File: config.mk
export PLATFORM = sky130hd
export DESIGN_NAME = sid_regbank
export DESIGN_NICKNAME = d
export VERILOG_FILES = /design/src/rtl/sid_regbank_pkg.sv /design/src/rtl/sid_lane_reg.sv /design/src/rtl/sid_regbank.sv
export SDC_FILE = /design/constraint.sdc
export NUM_CORES = 1
export LEC_CHECK = 0
export BUFFER_PORTS_ARGS = -buffer_cell sky130_fd_sc_hd__buf_2
export CORE_MARGIN = 2
export CORE_UTILIZATION = 35
export CTS_BUF_LIST = sky130_fd_sc_hd__clkbuf_2 sky130_fd_sc_hd__clkbuf_4 sky130_fd_sc_hd__clkbuf_8
export DETAILED_ROUTE_END_ITERATION = 7
export PLACE_DENSITY = 0.6
export SLEW_MARGIN = 15
export SYNTH_ARGS = -nofsm -noshare
export SYNTH_HDL_FRONTEND = slang
export SYNTH_SLANG_ARGS = --single-unit
File: constraint.sdc
create_clock -name clk -period 1.8 [get_ports clk]
set_input_delay 0.36 -clock clk [delete_from_list [all_inputs] [get_ports clk]]
set_output_delay 0.36 -clock clk [all_outputs]
set_load 0.01 [all_outputs]
File: src/rtl/sid_regbank_pkg.sv
`default_nettype none
// ============================================================================
// Module      : sid_regbank_pkg
// Description : Shared types and constants for the SCSI-ID register bank.
// Revision    : 1.0 - initial release
// ============================================================================
package sid_regbank_pkg;

    typedef enum logic [1:0] {
        ST_IDLE = 2'd0,
        ST_RD   = 2'd1,
        ST_ACK  = 2'd2,
        ST_HOLD = 2'd3
    } sid_state_t;

    localparam logic [7:0] SID_DEFAULT  = 8'hFF;
    localparam int         SID_LOCK_BIT = 7;
    localparam int         SID_MAX_BITS = 256;

    // Byte-wise fill so every register comes up as the legacy SCSI default.
    function automatic logic [SID_MAX_BITS-1:0] sid_all_ones(input int nbits);
        logic [SID_MAX_BITS-1:0] v;
        v = '0;
        for (int b = 0; b < SID_MAX_BITS / 8; b++) begin
            if (b * 8 < nbits) begin
                v[b*8 +: 8] = SID_DEFAULT;
            end
        end
        return v;
    endfunction

endpackage
`default_nettype wire

File: src/rtl/sid_lane_reg.sv
`default_nettype none
// ============================================================================
// Module      : sid_lane_reg
// Description : One DW-bit register with per-byte-lane write enables.
// Revision    : 1.0 - initial release
// ============================================================================
module sid_lane_reg #(
    parameter int            DW        = 8,
    parameter logic [DW-1:0] RESET_VAL = '1
) (
    input  logic            clk,
    input  logic            IORST_n,
    input  logic [DW/8-1:0] i_we,
    input  logic [DW-1:0]   i_d,
    output logic [DW-1:0]   o_q
);

    logic [DW-1:0] r_q;

    always_ff @(posedge clk or negedge IORST_n) begin
        if (!IORST_n) begin
            r_q <= RESET_VAL;
        end else begin
            for (int l = 0; l < DW / 8; l++) begin
                if (i_we[l]) begin
                    r_q[l*8 +: 8] <= i_d[l*8 +: 8];
                end
            end
        end
    end

    assign o_q = r_q;

endmodule
`default_nettype wire

File: src/rtl/sid_regbank.sv
`default_nettype none
// ============================================================================
// Module      : sid_regbank
// Description : Host-writable configuration register bank on the Zorro III
//               slave path. Define SID_REGBANK_LOCK_EN for the sticky lock.
// Revision    : 1.0 - initial release
// ============================================================================
module sid_regbank
    import sid_regbank_pkg::*;
#(
    parameter int                 NREG      = 4,
    parameter int                 AW        = 2,
    parameter int                 DW        = 8,
    parameter logic [NREG*DW-1:0] RESET_VAL = (NREG*DW)'(sid_all_ones(NREG*DW))
) (
    input  logic               clk,
    input  logic               IORST_n,
    input  logic               reg_cycle,
    input  logic               DOE,
    input  logic [DW/8-1:0]    DS_n,
    input  logic               READ,
    input  logic [AW-1:0]      ADDR,
    input  logic [DW-1:0]      DIN,
    output logic [DW-1:0]      DOUT,
    output logic               rd_valid,
    output logic               dtack,
    output logic [NREG*DW-1:0] cfg_out
);

    localparam int LANES = DW / 8;

    sid_state_t    r_state;
    logic [DW-1:0] r_dout;
    logic          r_rd_valid;
    logic          r_dtack;

    logic             w_ds_any;
    logic             w_strobe;
    logic             w_wr_go;
    logic             w_locked;
    logic [DW-1:0]    w_rd_data;
    logic [LANES-1:0] w_we [NREG];
    logic [DW-1:0]    w_q  [NREG];

    assign w_ds_any = (DS_n != '1);
    assign w_strobe = reg_cycle && DOE && w_ds_any;
    assign w_wr_go  = (r_state == ST_IDLE) && w_strobe && !READ && !w_locked;

    for (genvar i = 0; i < NREG; i++) begin : g_reg
        assign w_we[i] = (w_wr_go && (ADDR == AW'(i))) ? ~DS_n : '0;

        sid_lane_reg #(
            .DW        (DW),
            .RESET_VAL (RESET_VAL[i*DW +: DW])
        ) u_reg (
            .clk     (clk),
            .IORST_n (IORST_n),
            .i_we    (w_we[i]),
            .i_d     (DIN),
            .o_q     (w_q[i])
        );

        assign cfg_out[i*DW +: DW] = w_q[i];
    end

    // Unmatched addresses (ADDR >= NREG) fall through to all ones.
    always_comb begin
        w_rd_data = '1;
        for (int i = 0; i < NREG; i++) begin
            if (ADDR == AW'(i)) begin
                w_rd_data = w_q[i];
            end
        end
    end

`ifdef SID_REGBANK_LOCK_EN
    logic r_lock;

    // Set only by an accepted write; the reset-time ones do not lock the bank.
    always_ff @(posedge clk or negedge IORST_n) begin
        if (!IORST_n) begin
            r_lock <= 1'b0;
        end else if (w_we[NREG-1][SID_LOCK_BIT/8] && DIN[SID_LOCK_BIT]) begin
            r_lock <= 1'b1;
        end
    end

    assign w_locked = r_lock;
`else
    assign w_locked = 1'b0;
`endif

    always_ff @(posedge clk or negedge IORST_n) begin
        if (!IORST_n) begin
            r_state    <= ST_IDLE;
            r_dout     <= '1;
            r_rd_valid <= 1'b0;
            r_dtack    <= 1'b0;
        end else begin
            r_rd_valid <= 1'b0;
            r_dtack    <= 1'b0;
            case (r_state)
                ST_IDLE: begin
                    if (w_strobe) begin
                        if (READ) begin
                            r_dout     <= w_rd_data;
                            r_rd_valid <= 1'b1;
                            r_state    <= ST_RD;
                        end else begin
                            r_dtack    <= 1'b1;
                            r_state    <= ST_ACK;
                        end
                    end
                end
                ST_RD: begin
                    r_dtack <= 1'b1;
                    r_state <= ST_ACK;
                end
                ST_ACK: begin
                    r_state <= ST_HOLD;
                end
                ST_HOLD: begin
                    // Wait for the host to drop the strobes so one bus cycle yields one dtack.
                    if (!(reg_cycle && w_ds_any)) begin
                        r_state <= ST_IDLE;
                    end
                end
                default: begin
                    r_state <= ST_IDLE;
                end
            endcase
        end
    end

    assign DOUT     = r_dout;
    assign rd_valid = r_rd_valid;
    assign dtack    = r_dtack;

endmodule
`default_nettype wire
==> impl_metrics.csv, run 1 <==
group,metric,value,unit
layout,multi_input_area,887.1,um2
layout,seq_area,1151,um2
layout,drive_above_1_share,87.56,%
yosys,syn-instance-count,122,
routing,post-route-drc-count,0,
pwr,pwr-share-clk,22.9,%
floorplan,row_count,27,
clocking,clock_sinks,44,
yosys,synth_area_per_cell,16.94,um2
pwr,combPwrFrac,30.6,%
yosys,synth_edf_count,0,
layout,final_util,47.26,%
timing,maxSlewHeadroom,64.13,%
floorplan,pin_count,58,
floorplan,dieWidth,80.85,um
layout,nFillCells,517,
setup_path,path_class,"reg2reg",
place,gp_congestion,0.7342,
yosys,ys.flop_type,"dfstp_2",
timing,clock_skew,5.916,ps
clocking,clk_latency,300,ps
pwr,ir_drop,0.7800,mV
routing,wirelength,4.658,mm
pwr,pwr-share-seq,46.5,%
clocking,cts_hold_buffers,0,
worst_hold_path,min_path_type,"in2async",
routing,detail-route-antenna-nets,0,
setup_path,reg2regPathDepth,6,
clocking,clkTransAtPathRegs,80,ps
floorplan,core_area,5608,um2
clocking,clockBufferDepth,2,
timing,clock.fmax,0.5838,GHz
global_route,grt_pass1_vias,1443,
setup_path,cp.required,2030,ps
pwr,p_sw,1.026,mW
place,placement.io_buffers,57,
yosys,synthesis.area,2067,um2
timing,hold_ws,44.46,ps
timing,slew_viol_final,0,
pwr,totalPowerFinal,3.489,mW
job,max_cap_violations,0,
place,dp_slack,-46.24,ps
global_route,grt_start_max_net_pins,24,
pwr,power.internal,2.464,mW
timing,rsz0062_at_grt,"false",
clocking,cts_root_buf,"clkbuf_8",
yosys,syn_nets,143,
setup_path,arrival,1940,ps
pwr,netSwitchingFraction,29.40,%
routing,viasPerCell,5.030,
floorplan,die_h,80.85,um
timing,fin_crit,1713,ps
setup_path,reg2reg_to,"g_reg[1].u_reg.o_q[1]",
yosys,synth_area_leaders,"dfstp_2 (51%), mux2_2 (22%), mux4_2 (5.4%)",
pwr,power_density,1317,nW/um2
routing,drt_iter0_markers,42,
layout,syn_to_final_growth,28.21,%
floorplan,die_area,6537,um2
global_route,antenna_found_initial,0,
layout,fin_nets,213,
global_route,grt_use_total,15.15,%
clocking,cts_buffers,5,
routing,vias,1333,
layout,antenna_cells_inserted,0,
yosys,yosysSeqAreaShare,55.69,%
outcome,status,"finished, final reports clean",
setup_path,timing.rr.start,"r_state[0]",
global_route,grt_pass1_wl,7.286,mm
pwr,p_leak,1.314,nW
timing,tns,0,ps
yosys,synth_top_area_share,50.85,%
timing,worst_slew_pin_slew,538.1,ps
yosys,ys_types,22,
setup_path,worst_setup_path_start_kind,"register",
setup_path,crit_path_end_kind,"register",
setup_path,crit_fanout,8,
clocking,cts_tree,"done",
setup_path,r2r_slack,90,ps
timing,final-hold-violation-count,0,
yosys,yosysWarnings,0,
place,hpwl,3.371,mm
routing,first_pass_iters,4,
timing,fin_ws,86.99,ps
floorplan,start_util,36.86,%
routing,detail_route.wl_per_cell,17.58,um
timing,period_share,95.17,%
yosys,yosys-top-cells-count,"dfstp_2 (40), mux2_2 (40), inv_1 (6)",
yosys,yosys.area.top_type,"dfstp_2",
global_route,grt-ovfl-total,0,
yosys,synthArstFlopShare,100.0,%
clocking,ctsHtreeMaxLevel,2,
yosys,ys_seq_elements,44,
timing,setup_viol,0,
[state kept, by name (all words and copies together) (netlist names)]
name         cells
DOUT             8
dtack            1
g.u_reg.o_q     32
r_state          2
rd_valid         1
[layout make-up]
cell class	count	share of cell area, %
sequential	44	43.44
clock inverter	2	1.464
clock buffer	6	3.116
tap	72	3.399
multi-input combinational	69	33.48
timing repair buffer	66	14.26
inverter	6	0.8499
[power groups by stage]
stage	Sequential, mW	Combinational (mW)	Clock (mW)
3_5_place_dp	1.64	1.02	0
6_report	1.62	1.07	0.801
5_1_grt	1.67	1.16	0.876
3_3_place_gp	1.62	0.974	0
2_1_floorplan	1.73	0.493	0
4_1_cts	1.62	1.03	0.832
[cells by family after synthesis]
family,count (synthesis),synth area share [%]
compound gates,2,0.7871
fa+ha+maj,5,3.027
buf+inv,9,2.360
flops,44,55.69
mux,52,32.99
simple gates,10,5.146
[routing by layer]
layer	global-route usage, %	vias to the layer above	part of all wire, %
li1	-	589	-
met1	18.89	694	43
met2	24.88	44	50
met3	4.889	6	5.8
met4	5.085	0	1.2
met5	0	-	0
[cells in the final DEF (no fill, tap or decap)]
master,instances
inv_1,4
buf_4,7
mux2i_1,4
nand3b_1,1
nand2_4,1
and4b_2,1
nand4_4,1
clkbuf_8,6
ha_2,1
nand3b_4,1
a32oi_1,1
buf_12,2
a21o_1,1
nor3_4,1
nand4b_1,1
buf_2,57
mux4_1,3
clkinv_4,1
inv_2,2
dfrtp_1,4
nand2_2,1
bufinv_16,1
mux4_2,5
dfstp_2,40
mux2_2,40
ha_1,4
nor2_1,1
nand3_4,1
[through the flow]
step                      std cells  area [um2]
after CTS                       262        2596
final                           265        2650
after global routing            265        2650
after global placement          254        2474
after detailed placement        254        2474
after floorplan                 122        2067
[worst max path at each step]
stage	startpoint	end	slack (ps)
4_1_cts	r_state[1]	g_reg[0].u_reg.o_q[1]	20
3_3_place_gp	r_state[0]	g_reg[0].u_reg.o_q[7]	60
5_1_grt	r_state[0]	g_reg[1].u_reg.o_q[7]	5
3_5_place_dp	r_state[1]	g_reg[1].u_reg.o_q[0]	-50
6_report	r_state[0]	g_reg[1].u_reg.o_q[1]	90
2_1_floorplan	r_state[0]	g_reg[3].u_reg.o_q[0]	220
[worst max-delay path: stages, from the launching register on]
cell and delay (ps):
dfrtp_1 420, inv_2 100, ha_2 200, and4b_2 330, buf_12 130, nand3_4 140, mux2_2 310
[timing repair]
item / in CTS / in global routing
gates resized for setup: 1 / 5
setup endpoints to repair: 32 / 40
pin swaps: 0 / 1
buffers inserted: 0 / 3
(Power assumes the default switching activity.)
==> run 2: changes to the inputs <==
--- a/config.mk
+++ b/config.mk
@@ -9,8 +9,10 @@
 export CORE_MARGIN = 2
 export CORE_UTILIZATION = 35
 export CTS_BUF_LIST = sky130_fd_sc_hd__clkbuf_2 sky130_fd_sc_hd__clkbuf_4 sky130_fd_sc_hd__clkbuf_8
+export CTS_CLUSTER_DIAMETER = 120
 export DETAILED_ROUTE_END_ITERATION = 7
 export PLACE_DENSITY = 0.6
+export RECOVER_POWER = 25
 export SLEW_MARGIN = 15
 export SYNTH_ARGS = -nofsm -noshare
 export SYNTH_HDL_FRONTEND = slang
==> run 2 against run 1 <==
Net effect:
- clock-buffer cell count unchanged
- largest cell class unchanged
- power shrank 0.14%
- critical path type unchanged
- via count decreased by 0.15%
- largest power group unchanged
- combinational power about the same
- routed wire length hardly changed
- sequential share of layout area grew 0.27 points
- hold slack better by 250 ps
==> impl_metrics.csv, run 2 (synthesis results as in run 1) <==
group,metric,value,unit
timing,clock.fmax,0.5838,GHz
layout,final_util,46.97,%
setup_path,timing.rr.start,"r_state[0]",
clocking,clkTransAtPathRegs,80,ps
floorplan,start_util,36.86,%
setup_path,crit_fanout,8,
job,max_cap_violations,0,
layout,syn_to_final_growth,27.42,%
timing,maxSlewHeadroom,19.33,%
setup_path,max_stage_delay,420,ps
setup_path,critPathTopFamily,"simple AND/OR/NAND/NOR gates",
routing,wirelength,4.660,mm
timing,slew_viol_final,0,
floorplan,pin_count,58,
setup_path,crit_path_end_kind,"register",
timing,rsz0062_at_grt,"false",
pwr,ir_drop,0.7799,mV
global_route,grt_use_total,15.15,%
worst_hold_path,min_path_type,"in2async",
timing,final-hold-violation-count,0,
global_route,grt-ovfl-total,0,
timing,tns,0,ps
routing,detail_route.wl_per_cell,17.58,um
floorplan,row_count,27,
layout,nFillCells,519,
floorplan,die_area,6537,um2
global_route,grt_pass1_vias,1443,
timing,worst_slew_pin_slew,1210,ps
layout,final_common_cell,"buf_2",
floorplan,core_area,5608,um2
floorplan,die_h,80.85,um
place,hpwl,3.371,mm
layout,fin_nets,213,
layout,antenna_cells_inserted,0,
global_route,grt_pass1_wl,7.286,mm
pwr,p_leak,1.306,nW
setup_path,crit_path_start,"r_state[0]",
floorplan,dieWidth,80.85,um
setup_path,cp_slowest_cell,"dfrtp_1",
setup_path,path_class,"reg2reg",
setup_path,cp.required,2030,ps
layout,largest_reg_flops,32,
clocking,clock_sinks,44,
timing,period_share,95.17,%
routing,vias,1331,
routing,viasPerCell,5.023,
clocking,cts_root_buf,"clkbuf_8",
pwr,power_density,1323,nW/um2
timing,fin_crit,1713,ps
clocking,clk_latency,300,ps
clocking,ctsHtreeMaxLevel,2,
global_route,antenna_found_initial,0,
routing,drt_iter0_markers,39,
outcome,status,"finished, final reports clean",
layout,drive_above_1_share,87.05,%
place,placement.io_buffers,57,
clocking,clockBufferDepth,2,
timing,setup_viol,0,
setup_path,crit_chain,"inv_2 -> ha_2 -> and4b_2 -> buf_12 -> nand3_4 -> mux2_2",
routing,post-route-drc-count,0,
setup_path,crit_buf_inv,2,
setup_path,worst_setup_path_start_kind,"register",
global_route,grt_start_max_net_pins,24,
clocking,cts_tree,"done",
setup_path,arrival,1940,ps
routing,detail-route-antenna-nets,0,
timing,clock_skew,5.947,ps
place,gp_congestion,0.7342,
routing,first_pass_iters,4,
layout,final_cell_mix,"buf_2 (56), dfstp_2 (40), mux2_2 (40)",
clocking,cts_buffers,5,
run 2: cell types whose count changed in the layout (fill, tap and decap cells not counted), sizes merged:
cell / delta
buf: -2
clkbuf: +2
run 2: worst register-to-register path, cell delays in order, from the launching register on:
cell,delay [ps]
dfrtp_1,420
inv_2,100
ha_2,200
and4b_2,330
buf_12,130
nand3_4,140
mux2_2,320
run 2: cell type report:
cell class | instances | area (um2) | share of cell area, %
timing repair buffer | 66 | 361.6 | 13.73
sequential | 44 | 1151 | 43.71
tap | 72 | 90.09 | 3.420
clock buffer | 6 | 82.58 | 3.135
clock inverter | 2 | 38.79 | 1.473
inverter | 6 | 22.52 | 0.8551
multi-input combinational | 69 | 887.1 | 33.68
run 2: path summary, 6_finish.rpt:
path	end	cells past startpoint	slack, ps
max reg2reg	g_reg[1].u_reg.o_q[1]	6	90
min reg2reg	DOUT[4]	1	620
max in group asynchronous	g_reg[0].u_reg.o_q[2]	2	330
min in group clk	g_reg[0].u_reg.o_q[7]	2	330
min	r_state[0]	1	300
max	g_reg[1].u_reg.o_q[1]	6	90
run 2: through the flow:
step	total power, mW	std cells	setup slack, ps	area, um2	hold WS (ps)
after global routing	3.702	265	5.209	2634	325.5
after CTS	3.481	262	20.23	2596	44.58
after detailed placement	2.660	254	-46.24	2474	380.2
final	3.484	265	86.99	2634	297.8
after global placement	2.592	254	62.03	2474	366.6
after floorplan	2.225	122	220.3	2067	64.41
run 2: metal layers:
| metal | GRT usage, % | vias up | share of wire [%] |
|---|---|---|---|
| li1 | - | 589 | - |
| met1 | 18.89 | 692 | 43 |
| met2 | 24.88 | 44 | 50 |
| met3 | 4.889 | 6 | 5.8 |
| met4 | 5.085 | 0 | 1.2 |
| met5 | 0 | - | 0 |
run 2: where the power goes:
group	switching [mW]	leakage [nW]	total (mW)	internal, mW
Sequential	0.185	0.466	1.62	1.44
Clock	0.347	0.0614	0.801	0.454
Combinational	0.493	0.779	1.06	0.570
Total	1.02	1.31	3.48	2.46
run 2: timing repair:
action / CTS / global route
pin swaps: 0 / 1
buffers inserted: 0 / 3
hold buffers: 0 / 0
hold endpoints to repair: 0 / 0
endpoints found under the setup margin: 32 / 40
gates resized for setup: 1 / 5
==> run 3: changes to the inputs <==
--- a/config.mk
+++ b/config.mk
@@ -11,6 +11,7 @@
 export CTS_BUF_LIST = sky130_fd_sc_hd__clkbuf_2 sky130_fd_sc_hd__clkbuf_4 sky130_fd_sc_hd__clkbuf_8
 export CTS_CLUSTER_DIAMETER = 120
 export DETAILED_ROUTE_END_ITERATION = 7
+export MAX_ROUTING_LAYER = met4
 export PLACE_DENSITY = 0.6
 export RECOVER_POWER = 25
 export SLEW_MARGIN = 15
==> run 3 against run 2 <==
Net effect:
- die area stayed put
- utilization did not move
- highest routed layer unchanged
- cell area unchanged
==> impl_metrics.csv, run 3 (synthesis results as in run 1) <==
group,metric,value,unit
outcome,status,"finished, final reports clean",
timing,hold_ws,297.5,ps
clocking,cts_buffers,5,
floorplan,start_util,36.86,%
layout,antenna_cells_inserted,0,
setup_path,worst_setup_path_start_kind,"register",
global_route,grt_pass1_wl,7.307,mm
timing,fin_ws,87.03,ps
setup_path,crit_fanout,8,
clocking,clkTransAtPathRegs,80,ps
timing,maxSlewHeadroom,19.33,%
layout,final_area,2634,um2
clocking,cts_tree,"done",
routing,viasPerCell,5.026,
timing,period_share,95.17,%
global_route,grt_start_max_net_pins,24,
layout,syn_to_final_growth,27.42,%
routing,detail-route-antenna-nets,0,
place,placedCellCount,254,
routing,detail_route.wl_per_cell,17.61,um
clocking,clk_latency,300,ps
setup_path,crit_buf_inv,2,
timing,rsz0062_at_grt,"false",
job,max_cap_violations,0,
layout,final_cell_mix,"buf_2 (56), dfstp_2 (40), mux2_2 (40)",
global_route,antenna_found_initial,0,
layout,largest_reg_flops,32,
routing,wirelength,4.666,mm
clocking,cts_root_buf,"clkbuf_8",
floorplan,row_count,27,
place,placement.io_buffers,57,
floorplan,die_h,80.85,um
global_route,grt_pass1_vias,1436,
setup_path,cp_slowest_cell,"dfrtp_1",
clocking,ctsHtreeMaxLevel,2,
timing,fin_crit,1713,ps
setup_path,worstSetupPathDepth,6,
layout,drive_above_1_share,87.05,%
timing,clock_skew,5.758,ps
timing,final-hold-violation-count,0,
setup_path,critPathTopFamily,"simple AND/OR/NAND/NOR gates",
place,gp_congestion,0.7432,
global_route,grt_use_total,15.62,%
setup_path,arrival,1940,ps
routing,vias,1332,
floorplan,die_area,6537,um2
setup_path,crit_chain,"inv_2 -> ha_2 -> and4b_2 -> buf_12 -> nand3_4 -> mux2_2",
place,hpwl,3.371,mm
setup_path,max_stage_delay,420,ps
place,placed_cell_area,2474,um2
place,dp_slack,-46.24,ps
worst_hold_path,min_path_type,"in2async",
pwr,ir_drop,0.7799,mV
global_route,grt-ovfl-total,0,
setup_path,cp.required,2030,ps
clocking,clock_sinks,44,
setup_path,crit_path_end_kind,"register",
layout,final_common_cell,"buf_2",
pwr,power_density,1323,nW/um2
timing,setup_viol,0,
floorplan,pin_count,58,
routing,first_pass_iters,4,
timing,slew_viol_final,0,
timing,worst_slew_pin_slew,1210,ps
pwr,p_leak,1.306,nW
floorplan,dieWidth,80.85,um
floorplan,core_area,5608,um2
clocking,clockBufferDepth,2,
routing,post-route-drc-count,0,
timing,clock.fmax,0.5838,GHz
layout,fin_nets,213,
setup_path,path_class,"reg2reg",
timing,tns,0,ps
setup_path,reg2regPathDepth,6,
routing,drt_iter0_markers,44,
layout,final_cells,265,
## run 3: through the flow
step	power [mW]	utilization, %
after detailed placement	2.660	44.11
after global routing	3.703	46.97
final	3.484	46.97
after CTS	3.481	46.30
after global placement	2.592	44.11
after floorplan	2.225	-
## run 3: final cells by class
cell class,instances,area (um2)
clock buffers,6,82.58
clock inverters,2,38.79
well taps,72,90.09
fillers,519,2974
inverters,6,22.52
flip-flops and latches,44,1151
repair buffers,66,361.6
multi-input cells,69,887.1
## run 3: worst paths after layout
| path | start | end | slack [ps] |
|---|---|---|---|
| max | r_state[0] | g_reg[1].u_reg.o_q[1] | 90 |
| max reg2reg | r_state[0] | g_reg[1].u_reg.o_q[1] | 90 |
| min reg2reg | DOUT[4] | DOUT[4] | 620 |
| min | IORST_n | r_state[0] | 300 |
| max in group asynchronous | IORST_n | g_reg[0].u_reg.o_q[2] | 330 |
| min in group clk | DIN[7] | g_reg[1].u_reg.o_q[7] | 330 |
## run 3: what timing repair did
item | in CTS | in global routing
hold endpoints to repair | 0 | 0
pin swaps | 0 | 1
endpoints found under the setup margin | 32 | 40
hold buffers | 0 | 0
setup buffers | 0 | 3
resized for setup | 1 | 5
## run 3: layer usage
layer,GRT usage [%],vias to the layer above,wire [um]
met5,-,-,0
met4,5.085,0,56
met3,4.889,6,269
met2,24.79,44,2343
met1,19.04,693,1996
li1,-,589,-
## run 3: power by group
group / switching [mW] / internal (mW) / leakage (nW)
registers: 0.185 / 1.44 / 0.466
clock network: 0.346 / 0.454 / 0.0614
logic: 0.493 / 0.570 / 0.779
